## src/rtl/ds1302_pkg.sv

```systemverilog
// Shared definitions for the DS1302 transaction scheduler: register indices,
// write-protect values, FSM state encoding and per-step transaction descriptors.
// Optional macro DS1302_CTRL_DATE_EN extends the read burst with date/month/year.
package ds1302_pkg;

  localparam logic [4:0] SEC   = 5'd0;
  localparam logic [4:0] MIN   = 5'd1;
  localparam logic [4:0] HOUR  = 5'd2;
  localparam logic [4:0] DATE  = 5'd3;
  localparam logic [4:0] MONTH = 5'd4;
  localparam logic [4:0] YEAR  = 5'd6;
  localparam logic [4:0] WP    = 5'd7;

  localparam logic [7:0] WP_CLR = 8'h00;
  localparam logic [7:0] WP_SET = 8'h80;

`ifdef DS1302_CTRL_DATE_EN
  localparam logic [2:0] RD_LAST = 3'd5;
`else
  localparam logic [2:0] RD_LAST = 3'd2;
`endif
  localparam logic [2:0] WR_LAST = 3'd2;

  typedef enum logic [2:0] {
    IDLE,
    ISSUE,
    WAIT_START,
    WAIT_DONE,
    NEXT
  } state_t;

  typedef struct packed {
    logic [4:0] addr;
    logic [7:0] data;
    logic       rw;
  } step_t;

  // Read burst order: sec, min, hour (then date, month, year when enabled).
  function automatic step_t rd_step(input logic [2:0] idx);
    step_t s;
    s.data = '0;
    s.rw   = 1'b1;
    case (idx)
      3'd0:    s.addr = SEC;
      3'd1:    s.addr = MIN;
      3'd2:    s.addr = HOUR;
      3'd3:    s.addr = DATE;
      3'd4:    s.addr = MONTH;
      default: s.addr = YEAR;
    endcase
    return s;
  endfunction

  // Write burst: clear WP, user register, restore WP.
  function automatic step_t wr_step(input logic [2:0] idx, input logic [4:0] addr,
                                    input logic [7:0] data);
    step_t s;
    s.rw = 1'b0;
    case (idx)
      3'd0: begin
        s.addr = WP;
        s.data = WP_CLR;
      end
      3'd1: begin
        s.addr = addr;
        s.data = data;
      end
      default: begin
        s.addr = WP;
        s.data = WP_SET;
      end
    endcase
    return s;
  endfunction

endpackage

```

## src/rtl/ds1302_poll_timer.sv

```systemverilog
// Free-running refresh timer: counts 0..POLL_CNT-1 and flags the wrap cycle.
module ds1302_poll_timer #(
  parameter int unsigned POLL_CNT = 10_000_000
) (
  input  logic clk,
  input  logic reset_n,
  output logic wrap
);

  localparam int unsigned CW = (POLL_CNT > 1) ? $clog2(POLL_CNT) : 1;

  logic [CW-1:0] cnt;

  assign wrap = (cnt == CW'(POLL_CNT - 1));

  // Period counter, restarts from zero on wrap.
  always_ff @(posedge clk or negedge reset_n) begin
    if (!reset_n) begin
      cnt <= '0;
    end else if (wrap) begin
      cnt <= '0;
    end else begin
      cnt <= cnt + CW'(1);
    end
  end

endmodule

```

## src/rtl/ds1302_ctrl.sv

```systemverilog
// DS1302 transaction scheduler: periodic time polling with atomic snapshot
// update, plus WP-wrapped single-register user writes that preempt polling
// at transaction boundaries. Macro DS1302_CTRL_DATE_EN adds date/month/year.
module ds1302_ctrl
  import ds1302_pkg::*;
#(
  parameter int unsigned CLK_HZ   = 100_000_000,
  parameter int unsigned POLL_MS  = 100,
  parameter int unsigned START_TO = 1024
) (
  input  logic       clk,
  input  logic       reset_n,
  input  logic       i_wr_req,
  input  logic [4:0] i_wr_addr,
  input  logic [7:0] i_wr_data,
  output logic       o_wr_ready,
  output logic       o_wr_ack,
  output logic [4:0] o_ds_addr,
  output logic [7:0] o_ds_data,
  output logic       o_ds_rw,
  output logic       o_ds_valid,
  input  logic       i_ds_busy,
  input  logic [7:0] i_ds_rdata,
  output logic [7:0] o_sec,
  output logic [7:0] o_min,
  output logic [7:0] o_hour,
`ifdef DS1302_CTRL_DATE_EN
  output logic [7:0] o_date,
  output logic [7:0] o_month,
  output logic [7:0] o_year,
`endif
  output logic       o_time_valid,
  output logic       o_err
);

  localparam int unsigned POLL_CNT = CLK_HZ / 1000 * POLL_MS;
  localparam int unsigned TW       = (START_TO > 1) ? $clog2(START_TO) : 1;

  state_t        state;
  logic [2:0]    step;
  logic          is_write;
  logic          wr_pending;
  logic          poll_pending;
  logic          poll_wrap;
  logic [4:0]    wr_addr;
  logic [7:0]    wr_data;
  logic [TW-1:0] to_cnt;
  logic [6:0]    sh_sec;
  logic [7:0]    sh_min;
  logic [7:0]    sh_hour;
`ifdef DS1302_CTRL_DATE_EN
  logic [7:0]    sh_date;
  logic [7:0]    sh_month;
  logic [7:0]    sh_year;
`endif
  step_t         cur;

  ds1302_poll_timer #(
    .POLL_CNT(POLL_CNT)
  ) u_poll_timer (
    .clk    (clk),
    .reset_n(reset_n),
    .wrap   (poll_wrap)
  );

  // Descriptor of the transaction for the current step of the active burst.
  always_comb begin
    cur = is_write ? wr_step(step, wr_addr, wr_data) : rd_step(step);
  end

  // Scheduler FSM with request capture, shadow capture and registered outputs.
  always_ff @(posedge clk or negedge reset_n) begin
    if (!reset_n) begin
      state        <= IDLE;
      step         <= '0;
      is_write     <= 1'b0;
      wr_pending   <= 1'b0;
      poll_pending <= 1'b0;
      wr_addr      <= '0;
      wr_data      <= '0;
      to_cnt       <= '0;
      sh_sec       <= '0;
      sh_min       <= '0;
      sh_hour      <= '0;
`ifdef DS1302_CTRL_DATE_EN
      sh_date      <= '0;
      sh_month     <= '0;
      sh_year      <= '0;
      o_date       <= '0;
      o_month      <= '0;
      o_year       <= '0;
`endif
      o_wr_ready   <= 1'b1;
      o_wr_ack     <= 1'b0;
      o_ds_addr    <= '0;
      o_ds_data    <= '0;
      o_ds_rw      <= 1'b0;
      o_ds_valid   <= 1'b0;
      o_sec        <= '0;
      o_min        <= '0;
      o_hour       <= '0;
      o_time_valid <= 1'b0;
      o_err        <= 1'b0;
    end else begin
      o_ds_valid   <= 1'b0;
      o_wr_ack     <= 1'b0;
      o_time_valid <= 1'b0;

      if (poll_wrap) begin
        poll_pending <= 1'b1;
      end

      if (i_wr_req && o_wr_ready) begin
        wr_pending <= 1'b1;
        wr_addr    <= i_wr_addr;
        wr_data    <= i_wr_data;
        o_wr_ready <= 1'b0;
      end

      case (state)
        IDLE: begin
          if (wr_pending) begin
            wr_pending <= 1'b0;
            is_write   <= 1'b1;
            step       <= '0;
            state      <= ISSUE;
          end else if (poll_pending) begin
            poll_pending <= 1'b0;
            is_write     <= 1'b0;
            step         <= '0;
            state        <= ISSUE;
          end
        end

        ISSUE: begin
          if (!i_ds_busy) begin
            o_ds_addr  <= cur.addr;
            o_ds_data  <= cur.data;
            o_ds_rw    <= cur.rw;
            o_ds_valid <= 1'b1;
            to_cnt     <= '0;
            state      <= WAIT_START;
          end
        end

        WAIT_START: begin
          if (i_ds_busy) begin
            state <= WAIT_DONE;
          end else if (to_cnt == TW'(START_TO - 1)) begin
            o_err <= 1'b1;
            state <= IDLE;
            if (is_write) begin
              o_wr_ready <= 1'b1;
            end
          end else begin
            to_cnt <= to_cnt + TW'(1);
          end
        end

        WAIT_DONE: begin
          if (!i_ds_busy) begin
            if (!is_write) begin
              case (step)
                3'd0:    sh_sec   <= i_ds_rdata[6:0];
                3'd1:    sh_min   <= i_ds_rdata;
                3'd2:    sh_hour  <= i_ds_rdata;
`ifdef DS1302_CTRL_DATE_EN
                3'd3:    sh_date  <= i_ds_rdata;
                3'd4:    sh_month <= i_ds_rdata;
                3'd5:    sh_year  <= i_ds_rdata;
`endif
                default: ;
              endcase
            end else if (step == WR_LAST) begin
              o_wr_ack <= 1'b1;
            end
            state <= NEXT;
          end
        end

        NEXT: begin
          if (is_write && step == WR_LAST) begin
            o_wr_ready <= 1'b1;
            state      <= IDLE;
          end else if (!is_write && step == RD_LAST) begin
            o_sec        <= {1'b0, sh_sec};
            o_min        <= sh_min;
            o_hour       <= sh_hour;
`ifdef DS1302_CTRL_DATE_EN
            o_date       <= sh_date;
            o_month      <= sh_month;
            o_year       <= sh_year;
`endif
            o_time_valid <= 1'b1;
            state        <= IDLE;
          end else if (!is_write && wr_pending) begin
            // Drop the partial burst and re-arm polling so it restarts at SEC
            // once the write (picked first in IDLE) has completed.
            poll_pending <= 1'b1;
            state        <= IDLE;
          end else begin
            step  <= step + 3'd1;
            state <= ISSUE;
          end
        end

        default: state <= IDLE;
      endcase
    end
  end

endmodule

```

## config.mk

```make
export PLATFORM = sky130hd
export DESIGN_NAME = ds1302_ctrl
export DESIGN_NICKNAME = d
export VERILOG_FILES = /design/src/rtl/ds1302_pkg.sv /design/src/rtl/ds1302_poll_timer.sv /design/src/rtl/ds1302_ctrl.sv
export SDC_FILE = /design/constraint.sdc
export NUM_CORES = 1
export LEC_CHECK = 0
export BUFFER_PORTS_ARGS = -buffer_cell sky130_fd_sc_hd__buf_2
export CELL_PAD_IN_SITES_DETAIL_PLACEMENT = 0
export CELL_PAD_IN_SITES_GLOBAL_PLACEMENT = 1
export CORE_ASPECT_RATIO = 1.1
export CORE_MARGIN = 10
export CORE_UTILIZATION = 50
export CTS_CLUSTER_DIAMETER = 30
export DETAILED_ROUTE_END_ITERATION = 16
export PLACE_DENSITY = 0.89
export SYNTH_ARGS = -nofsm -noshare
export SYNTH_HDL_FRONTEND = slang
export SYNTH_SLANG_ARGS = --single-unit
```

## constraint.sdc

```tcl
create_clock -name clk -period 5.6 [get_ports clk]
set_clock_uncertainty 0.1 [all_clocks]
set_input_delay 0.84 -clock clk [delete_from_list [all_inputs] [get_ports clk]]
set_output_delay 0.84 -clock clk [all_outputs]
set_load 0.01 [all_outputs]
```

### After elaboration in Yosys (flattened, before gate mapping)

Index checks and enable logic that the tools add are counted.

| cells by class | value |
|---|---|
| equality and inequality tests | 19 |
| bitwise operators | 3 |
| mux-type cells | 51 |
| add/subtract/negate cells | 3 |
| reduce and logical (&&, ||, !) cells | 20 |

Operators by type and width:

| cell | number |
|---|---|
| 3-bit 2-to-1 mux | 11 |
| 10-bit 2-to-1 mux | 3 |
| 3-bit one-hot mux with 5 select lines | 2 |
| 1-bit 2-to-1 mux | 28 |
| 13-bit one-hot mux with 2 select lines | 1 |
| 24-bit by 1-bit adder with 24-bit output (second input constant) | 1 |
| 24-bit equality test (second input constant) | 1 |
| 24-bit 2-to-1 mux | 1 |
| 10-bit one-hot mux with 2 select lines | 1 |
| 4-bit AND reduction | 5 |
| 14-bit 2-to-1 mux | 1 |
| 2-bit != test (second input constant) | 7 |
| 3-bit by 2-bit equality test with 1-bit output (second input constant) | 4 |
| 10-bit by 1-bit adder with 10-bit output (second input constant) | 1 |
| 10-bit equality test (second input constant) | 1 |
| 3-bit by 1-bit equality test with 1-bit output (second input constant) | 2 |
| 3-bit equality test (second input constant) | 2 |
| 3-bit logical NOT | 2 |
| 3-bit != test (second input constant) | 2 |
| 3-bit one-hot mux with 2 select lines | 1 |
| 3-bit AND reduction | 2 |
| 2-bit nonzero test | 3 |
| 5-bit AND reduction | 1 |
| 1-bit logical AND | 4 |
| other kinds (5) | 9 |

| storage, ports and cells | value |
|---|---|
| flip-flop bits (word level) | 121 |
| output and inout bits | 43 |
| logic and storage cells | 119 |

### Longest topological paths before layout

Gate-level depths: netlist of run 1.

| logic depth | value |
|---|---|
| word-level depth | 6 |
| depth in mapped cells | 7 |

### Cells and area by module

Synthesis of run 1 repeated with hierarchy kept, for this count alone.

| unflattened totals | value |
|---|---|
| cells, all modules | 416 |
| area total of the unflattened synthesis | 5197.5 µm² |

By module, submodules not included:

| module | cells an instance | instances | area an instance (µm²) |
|---|---|---|---|
| ds1302_ctrl | 302 | 1 | 3986.3 |
| ds1302_poll_timer | 114 | 1 | 1211.2 |

### Worst setup path before layout of run 1

Ideal clock, no wire load.

| path | value |
|---|---|
| kind | input to register |
| start | input i_ds_busy |
| end | register to_cnt[8] |
| arrival time | 2258 ps |
| library setup time | 120 ps |
| buffers on the path | 0 |
| cell stages on the path | 4 |
| setup slack | 3121 ps |
| data required time | 5380 ps |
| cells stage by stage | or4b_4 -> or3_4 -> or4_1 -> o211a_1 |

| on the way | value |
|---|---|
| cells in the longest elaborated chain, start to end | 2 |
| elaborated cells between the ends (all ways) | 3 |

Ends and longest elaborated chain:

| item | RTL line | source |
|---|---|---|
| from (decl) | ds1302_ctrl.sv:22 | `input logic i_ds_busy,` |
| 2-bit != test (no line) | n/a |  |
| 4-bit AND reduction (no line) * | n/a |  |
| to (signal assigned) | ds1302_ctrl.sv:156 | `to_cnt <= to_cnt + TW'(1);` |
| to (decl) | ds1302_ctrl.sv:47 | `logic [TW-1:0] to_cnt;` |

Every way passes the cells marked *; elsewhere a longest branch is shown, timed or not.
A chain may end at the register's enable or synchronous reset.

### Worst setup path after layout of run 1

| path | value |
|---|---|
| start | input i_ds_busy |
| end | register o_ds_data[3] |

| on the way | value |
|---|---|
| cells in the longest elaborated chain, start to end | 2 |

Ends and longest elaborated chain:

| item | RTL line | source |
|---|---|---|
| 1-bit inverter (no line) | n/a |  |
| 2-bit AND reduction (no line) | n/a |  |
| to (signal assigned) | ds1302_ctrl.sv:138 | `o_ds_data <= cur.data;` |
| to (decl) | ds1302_ctrl.sv:19 | `output logic [7:0] o_ds_data,` |

No other way between the ends.

==> run summary, run 1 <==
CTS
* number of buffers added to fix hold violations after cts: 0
* maximum number of buffers from clock root to sink: 2
* buffer type at the clock tree root: sky130_fd_sc_hd__clkbuf_16
* clock tree from TritonCTS: built
* buffer count from post-CTS setup fixing: 0
* clock input transition at the sequential cells of the worst setup and hold paths: 60 ps
* # H-tree levels: 4
* CTS sink count: 121
* Skew-Pair Late Insertion Delay: 410 ps
* post-cts resize count: 0
* number of buffers created by CTS: 17

Setup path
* internal reg-to-reg setup slack: 3010 ps
* element type at the critical path end: register
* Data arrival, critical path: 2840 ps
* maximum net fanout on the critical path: 25
* required time of the worst setup path: 5840 ps
* CP Launch Type: primary input
* critical path type: primary input to register

Cells and area
* post-layout util: 61.6%
* Area growth, synth to finish: 21.1%
* nets@finish: 535
* layout cells sized above 1: 28.3%
* Diodes inserted: 0

Detailed routing
* sum of routed wire length over all layers: 10700 um
* total routed wire length on the met1 layer: 4690 um
* DRC: 0
* initial detailed-routing violation count: 169
* amount of wire on met3 after detailed routing: 477 um
* antenna violation net count after detailed routing: 0
* ratio of routed vias to standard cells: 5.48
* via count: 3613
* Initial DRT Pass Iterations: 4
* average wire per standard cell: 16.3 um
* met2 wire length: 5470 um
* uppermost routed layer: met4

Logic synthesis
* library cell with the highest instance count after synthesis: sky130_fd_sc_hd__dfrtp_1
* Synth Instances: 431
* share of Yosys cell area claimed by the top area cell type: 57.1%
* Post-Syn Area: 5260 um^2
* Synth Area per Inst: 12.2 um^2
* Net Count, Synth: 463
* number of enable flip-flop cells after synthesis: 0
* synth warn: 0
* library cell occupying the most area in the post-synthesis netlist: sky130_fd_sc_hd__dfrtp_1
* number of unique standard cell types used by synthesis: 58
* share of flip-flops with an asynchronous set or reset after synthesis: 100%
* most area-consuming cells after synthesis: sky130_fd_sc_hd__dfrtp_1 (57%), sky130_fd_sc_hd__mux2_2 (8.6%), sky130_fd_sc_hd__mux2_1 (4.1%)
* number of synthesized register bits: 121
* most frequent cells after synthesis: sky130_fd_sc_hd__dfrtp_1 (120), sky130_fd_sc_hd__mux2_2 (40), sky130_fd_sc_hd__nand2_1 (31)
* sequential element share of the synthesized area: 57.6%
* predominant post-synthesis flop cell: sky130_fd_sc_hd__dfrtp_1

Worst hold path
* Hold Crit Class: register to register

Die
* Top-Level Pins: 68
* area of the core: 10300 um^2
* row count: 39
* width of the chip: 118 um
* die extent in y: 128 um
* starting utilization of the core area: 50.8%
* die footprint: 15000 um^2

GRT
* largest net degree at the start of global routing: 82
* global-route wire length before repair: 18700 um
* GR Overflow Total: 0
* aggregate global-route resource usage: 15.2%
* antenna violations before repair: 0
* vias in the first global route: 3733

Pwr
* power density over cell area: 425 nW/um^2
* post-layout power: 2710 uW
* maximum vdd ir drop: 0.344 mV
* leakage dissipation: 0.00321 uW

Timing
* Final min period: 2600 ps
* post-route fraction of the period consumed by the critical path: 46.4%
* # setup viols final: 0
* setup total negative slack: 0 ps
* setup repair after global routing missed its margin: false
* final count of pins violating max slew: 0
* slew at the pin closest to its max-slew limit: 1100 ps
* Max transition margin: 26.9%
* Fmax achieved: 0.385 GHz
* Min Hold Slack: 375 ps
* final number of hold-violating endpoints: 0

Placed design
* RD Place Congestion: 0.799
* IO Port Bufs: 66
* post-detailed-placement half-perimeter wirelength: 7300 um

Run status
* outcome: complete, no violations

Flow run
* # Max-Cap Violations: 0

-- cell families (layout without fill, tap and decap cells) --
kind of cell               count (synthesis)  in the layout  synth area share [%]
and+or+nand+nor                          131            131                  13.4
DFF                                      121            121                  57.6
muxes                                     64             64                  13.6
AOI/OAI and AO/OA                         58             58                  8.04
buffers and inverters                     30            115                  2.45
xor gates and xnor gates                  19             19                  3.16
adders and majority gates                  7              7                  1.67
other                                      1              1                0.0713
-- layout make-up --
class,count,area (um^2)
tap,143,179
fill,835,3980
sequential,121,3030
inverter,16,60.1
multi-input combinational,280,2100
timing repair buffer,67,340
clock buffer,18,439
clock inverter,14,219
-- routing by layer --
metal | up-vias | GRT usage [%]
li1 | 1709 | -
met1 | 1812 | 18.4
met2 | 85 | 24.9
met3 | 7 | 5.24
met4 | 0 | 4.95
met5 | - | 0
-- per-stage QoR --
| step | area [um^2] | instances | worst slack, ps |
|---|---|---|---|
| floorplan | 5260 | 431 | 3120 |
| global placement | 5710 | 627 | 2690 |
| detailed placement | 5710 | 627 | 2580 |
| CTS | 6370 | 659 | 3000 |
| global route | 6370 | 659 | 2700 |
| finish | 6370 | 659 | 3000 |
-- critical path, cell delays in order --
cell and delay [ps]:
sky130_fd_sc_hd__buf_2 120, sky130_fd_sc_hd__nor2_1 220, sky130_fd_sc_hd__nand3_1 680, sky130_fd_sc_hd__nor2_1 750, sky130_fd_sc_hd__a22o_1 220
-- sequential cells by signal, indices dropped and copies added (netlist names) --
name              count
sh_sec                7
wr_pending            1
poll_pending          1
o_min                 8
sh_min                8
wr_data               8
o_ds_data             8
o_ds_addr             5
o_sec                 7
sh_hour               8
wr_addr               5
o_ds_valid            1
o_ds_rw               1
o_err                 1
o_wr_ready            1
o_hour                8
u_poll_timer.cnt     24
o_wr_ack              1
is_write              1
o_time_valid          1
to_cnt               10
step                  3
state                 3
-- where the power goes --
| part | switching [uW] | internal, uW | leakage [uW] |
|---|---|---|---|
| Clock | 401 | 804 | 0.000317 |
| Sequential | 115 | 1010 | 0.00164 |
| Combinational | 200 | 179 | 0.00125 |
-- layout by cell type, fill, tap and decap left out, types with 3 or more instances in the layout --
master and n:
sky130_fd_sc_hd__buf_2 65, sky130_fd_sc_hd__and2_1 4, sky130_fd_sc_hd__or3_1 4, sky130_fd_sc_hd__mux2i_1 5, sky130_fd_sc_hd__xor2_1 8, sky130_fd_sc_hd__nor3_1 7
sky130_fd_sc_hd__clkbuf_16 17, sky130_fd_sc_hd__or4_1 3, sky130_fd_sc_hd__inv_1 16, sky130_fd_sc_hd__nand3_1 14, sky130_fd_sc_hd__nor4_1 7, sky130_fd_sc_hd__nor2b_1 3
sky130_fd_sc_hd__clkinv_4 3, sky130_fd_sc_hd__nand2_1 31, sky130_fd_sc_hd__nor2_1 28, sky130_fd_sc_hd__dfrtp_1 120, sky130_fd_sc_hd__a22o_1 11, sky130_fd_sc_hd__a31oi_1 4
sky130_fd_sc_hd__mux2_2 40, sky130_fd_sc_hd__mux2_1 19, sky130_fd_sc_hd__xnor2_1 11, sky130_fd_sc_hd__o21ai_0 16, sky130_fd_sc_hd__bufinv_16 5, sky130_fd_sc_hd__ha_1 7
sky130_fd_sc_hd__and4_1 5, sky130_fd_sc_hd__a21oi_1 5, sky130_fd_sc_hd__nand4_1 9
-- worst paths after layout --
kind                            startpoint           end  depth (start not counted)
worst min-delay path                 o_err         o_err                          1
worst max-delay path             i_ds_busy  o_ds_data[3]                          5
max in group asynchronous          reset_n      o_min[4]                          2
worst min register to register       o_err         o_err                          1
min in group asynchronous          reset_n     to_cnt[7]                          1
worst max register to register    state[2]  o_ds_data[3]                          4
Note: power is estimated with default switching activity, not from simulation.
==> inputs of run 2 (changes only) <==
--- a/config.mk
+++ b/config.mk
@@ -5,15 +5,16 @@
 export SDC_FILE = /design/constraint.sdc
 export NUM_CORES = 1
 export LEC_CHECK = 0
+export ABC_AREA = 1
 export BUFFER_PORTS_ARGS = -buffer_cell sky130_fd_sc_hd__buf_2
 export CELL_PAD_IN_SITES_DETAIL_PLACEMENT = 0
 export CELL_PAD_IN_SITES_GLOBAL_PLACEMENT = 1
 export CORE_ASPECT_RATIO = 1.1
 export CORE_MARGIN = 10
-export CORE_UTILIZATION = 50
+export CORE_UTILIZATION = 44
 export CTS_CLUSTER_DIAMETER = 30
 export DETAILED_ROUTE_END_ITERATION = 16
-export PLACE_DENSITY = 0.89
+export PLACE_DENSITY = 0.84
 export SYNTH_ARGS = -nofsm -noshare
 export SYNTH_HDL_FRONTEND = slang
 export SYNTH_SLANG_ARGS = --single-unit
==> constraint.sdc (replaced) <==
create_clock -name clk -period 2.5 [get_ports clk]
set_clock_uncertainty 0.1 [all_clocks]
set_input_delay 0.375 -clock clk [delete_from_list [all_inputs] [get_ports clk]]
set_output_delay 0.375 -clock clk [all_outputs]
set_load 0.01 [all_outputs]
==> run 2 against run 1 <==
Compared with the run above: utilization is 8.3 points lower; flip-flop and latch count stayed put; critical path depth up 1; clock power increased by 91%; design area increased by 4.8%; via count up 23%; sequential power grew 100%; highest routed layer unchanged.
==> run summary, run 2 <==
Timing
* final count of pins violating max slew: 0, unchanged
* setup repair after global routing missed its margin: false
* Max transition margin: 56.6%, +30 points
* Final min period: 1870 ps
* final number of hold-violating endpoints: 0, unchanged
* setup total negative slack: 0 ps, unchanged
* post-route fraction of the period consumed by the critical path: 74.8%
* # setup viols final: 0, unchanged
* Min Hold Slack: 44.9 ps, -330 ps
* slew at the pin closest to its max-slew limit: 650 ps, -447 ps
* Fmax achieved: 0.535 GHz

Setup path
* worst path cell trace: ha_1 -> inv_1 -> nor2_4 -> nand3_1 -> nor2_2 -> nor2_1
* required time of the worst setup path: 2670 ps, -3170 ps
* element type at the critical path end: register
* maximum net fanout on the critical path: 10, -60%
* CP Launch Type: register
* internal reg-to-reg setup slack: 630 ps, -2380 ps
* Critical-path top delay cell: sky130_fd_sc_hd__dfrtp_1
* CP max stage delay: 430 ps, -320 ps
* Top delay family on crit path: simple AND/OR/NAND/NOR gates
* CP bufs+invs: 1, unchanged
* cell depth of the worst setup path: 6, +1
* Data arrival, critical path: 2040 ps, -800 ps
* critical path type: register to register
* r2r worst-path depth: 6, +2

Detailed routing
* initial detailed-routing violation count: 304, +80%
* via count: 4444, +23%
* antenna violation net count after detailed routing: 0, unchanged
* average wire per standard cell: 13.9 um, -14%
* total routed wire length on the met1 layer: 5540 um, +18%
* Initial DRT Pass Iterations: 4, unchanged
* ratio of routed vias to standard cells: 4.89, -11%
* DRC: 0, unchanged
* sum of routed wire length over all layers: 12700 um, +18%
* amount of wire on met3 after detailed routing: 617 um, +29%
* met2 wire length: 6310 um, +15%
* uppermost routed layer: met4

GRT
* antenna violations before repair: 0, unchanged
* aggregate global-route resource usage: 14.9%, -0.28 points
* GR Overflow Total: 0, unchanged
* global-route wire length before repair: 21700 um, +16%
* vias in the first global route: 4489, +20%
* largest net degree at the start of global routing: 63, -23%

Cells and area
* Top reg by flops: u_poll_timer.cnt
* leading cell types in the layout, fill and taps excluded: sky130_fd_sc_hd__nand2_1 (227), sky130_fd_sc_hd__dfrtp_1 (120), sky130_fd_sc_hd__nor2_1 (81), sky130_fd_sc_hd__buf_2 (65), sky130_fd_sc_hd__inv_1 (60)
* nets@finish: 771, +44%
* registers with the most flip-flops: u_poll_timer.cnt: 24 flops, to_cnt: 10 flops
* flip-flop count of the largest register after layout: 24, unchanged
* multi-input combinational cell area: 2250 um^2, +7.2%
* Area growth, synth to finish: 18.8%
* fill cell instance count of the final layout: 1189, +42%
* layout cells sized above 1: 19.1%, -9.1 points
* most common cell after layout, fill and taps aside: sky130_fd_sc_hd__nand2_1
* area used by sequential logic in the layout: 3030 um^2, unchanged
* Diodes inserted: 0, unchanged

CTS
* number of buffers created by CTS: 17, unchanged
* maximum number of buffers from clock root to sink: 2, unchanged
* buffer type at the clock tree root: sky130_fd_sc_hd__clkbuf_16
* CTS sink count: 121, unchanged
* clock tree from TritonCTS: built
* Skew-Pair Late Insertion Delay: 410 ps, about the same
* post-cts resize count: 0, unchanged
* clock input transition at the sequential cells of the worst setup and hold paths: 60 ps, about the same
* buffer count from post-CTS setup fixing: 0, unchanged
* # H-tree levels: 4, unchanged

Die
* row count: 43, +10%
* die extent in y: 138 um, +8.6%
* starting utilization of the core area: 44.8%, -6.0 points
* area of the core: 12500 um^2, +21%
* die footprint: 17700 um^2, +18%
* Top-Level Pins: 68, unchanged
* width of the chip: 128 um, +8.4%

Logic synthesis
* most area-consuming cells after synthesis: sky130_fd_sc_hd__dfrtp_1 (53%), sky130_fd_sc_hd__nand2_1 (15%), sky130_fd_sc_hd__nor2_1 (5.4%)
* sequential element share of the synthesized area: 53.9%, -3.7 points
* library cell with the highest instance count after synthesis: sky130_fd_sc_hd__nand2_1
* synth warn: 0, unchanged
* Post-Syn Area: 5620 um^2, +6.8%
* Synth Area per Inst: 8.48 um^2, -30%
* Synth Instances: 662, +54%
* predominant post-synthesis flop cell: sky130_fd_sc_hd__dfrtp_1
* share of Yosys cell area claimed by the top area cell type: 53.5%, -3.6 points
* number of synthesized register bits: 121, unchanged
* most frequent cells after synthesis: sky130_fd_sc_hd__nand2_1 (227), sky130_fd_sc_hd__dfrtp_1 (120), sky130_fd_sc_hd__nor2_1 (81)
* number of unique standard cell types used by synthesis: 37, -36%
* Net Count, Synth: 694, +50%
* library cell occupying the most area in the post-synthesis netlist: sky130_fd_sc_hd__dfrtp_1
* number of enable flip-flop cells after synthesis: 0, unchanged
* share of flip-flops with an asynchronous set or reset after synthesis: 100%, unchanged

Pwr
* power density over cell area: 806 nW/um^2, +90%
* maximum vdd ir drop: 0.467 mV, +36%
* leakage dissipation: 0.00345 uW, +7.8%

Placed design
* RD Place Congestion: 0.863, +8.1%
* post-detailed-placement half-perimeter wirelength: 9120 um, +25%
* IO Port Bufs: 66, unchanged

Run status
* outcome: complete, no violations

Flow run
* # Max-Cap Violations: 0, unchanged

Worst hold path
* number of cells on the worst hold path: 2, +1
* Hold Crit Class: primary input to register

## run 2: changes by cell type after synthesis, moves of 6 or more
cell                       delta
sky130_fd_sc_hd__inv_1       +44
sky130_fd_sc_hd__nand3_1     +19
sky130_fd_sc_hd__a22o_1      -11
sky130_fd_sc_hd__nand2_1    +196
sky130_fd_sc_hd__o21ai_1     +12
sky130_fd_sc_hd__mux2_2      -29
sky130_fd_sc_hd__mux2_1      -19
sky130_fd_sc_hd__o21ai_2     +11
sky130_fd_sc_hd__o21ai_0      +6
sky130_fd_sc_hd__clkbuf_1     -7
sky130_fd_sc_hd__nor2_1      +53
sky130_fd_sc_hd__nor4_1       -6
## run 2: where the power goes
part / switching, uW / internal, uW
Clock: 909 / 1400
Sequential: 114 / 2130
Combinational: 552 / 279
## run 2: per-layer routing
metal,track usage [%],vias to the layer above
met5,0,-
met4,5.16,0
met3,4.97,19
met2,23.7,90
met1,18.4,2090
li1,-,2245
## run 2: logic make-up (layout without fill, tap and decap cells)
family / Yosys count / after routing / synth area share [%]
and+or+nand+nor: 370 / 370 / 27.5
DFF: 121 / 121 / 53.9
buffers and inverters: 77 / 167 / 5.95
AOI/OAI and AO/OA: 59 / 59 / 6.28
xor gates and xnor gates: 16 / 16 / 2.50
muxes: 11 / 11 / 2.21
adders and majority gates: 7 / 7 / 1.56
other: 1 / 1 / 0.0668
## run 2: what timing repair did
action,in CTS,in global routing
endpoints found under the setup margin,0,0
hold buffers,1,0
endpoints found under the hold margin,30,0
## run 2: final cells by class
class,count,share of cell area [%]
flip-flops and latches,121,45.4
multi-input cells,464,33.8
clock buffers,19,6.64
repair buffers,71,5.78
inverters,64,3.64
well taps,157,2.95
clock inverters,13,1.82
## run 2: final timing paths
check,startpoint,to
max in group asynchronous,reset_n,o_wr_ready
min,i_wr_req,o_wr_ready
max reg2reg,u_poll_timer.cnt[0],u_poll_timer.cnt[12]
min in group asynchronous,reset_n,to_cnt[8]
max,u_poll_timer.cnt[0],u_poll_timer.cnt[12]
min reg2reg,o_sec[5],o_sec[5]
## run 2: metrics by stage
stage          power, uW  instance area (um^2)  utilization [%]  cells  setup slack (ps)
2_1_floorplan       2800                  5620                -    662               933
3_3_place_gp        3070                  6100             48.6    876               694
3_5_place_dp        3110                  6100             48.6    876               639
4_1_cts             5440                  6670             53.2    909               631
5_1_grt             5660                  6670             53.2    909               438
6_report            5380                  6670             53.2    909               630
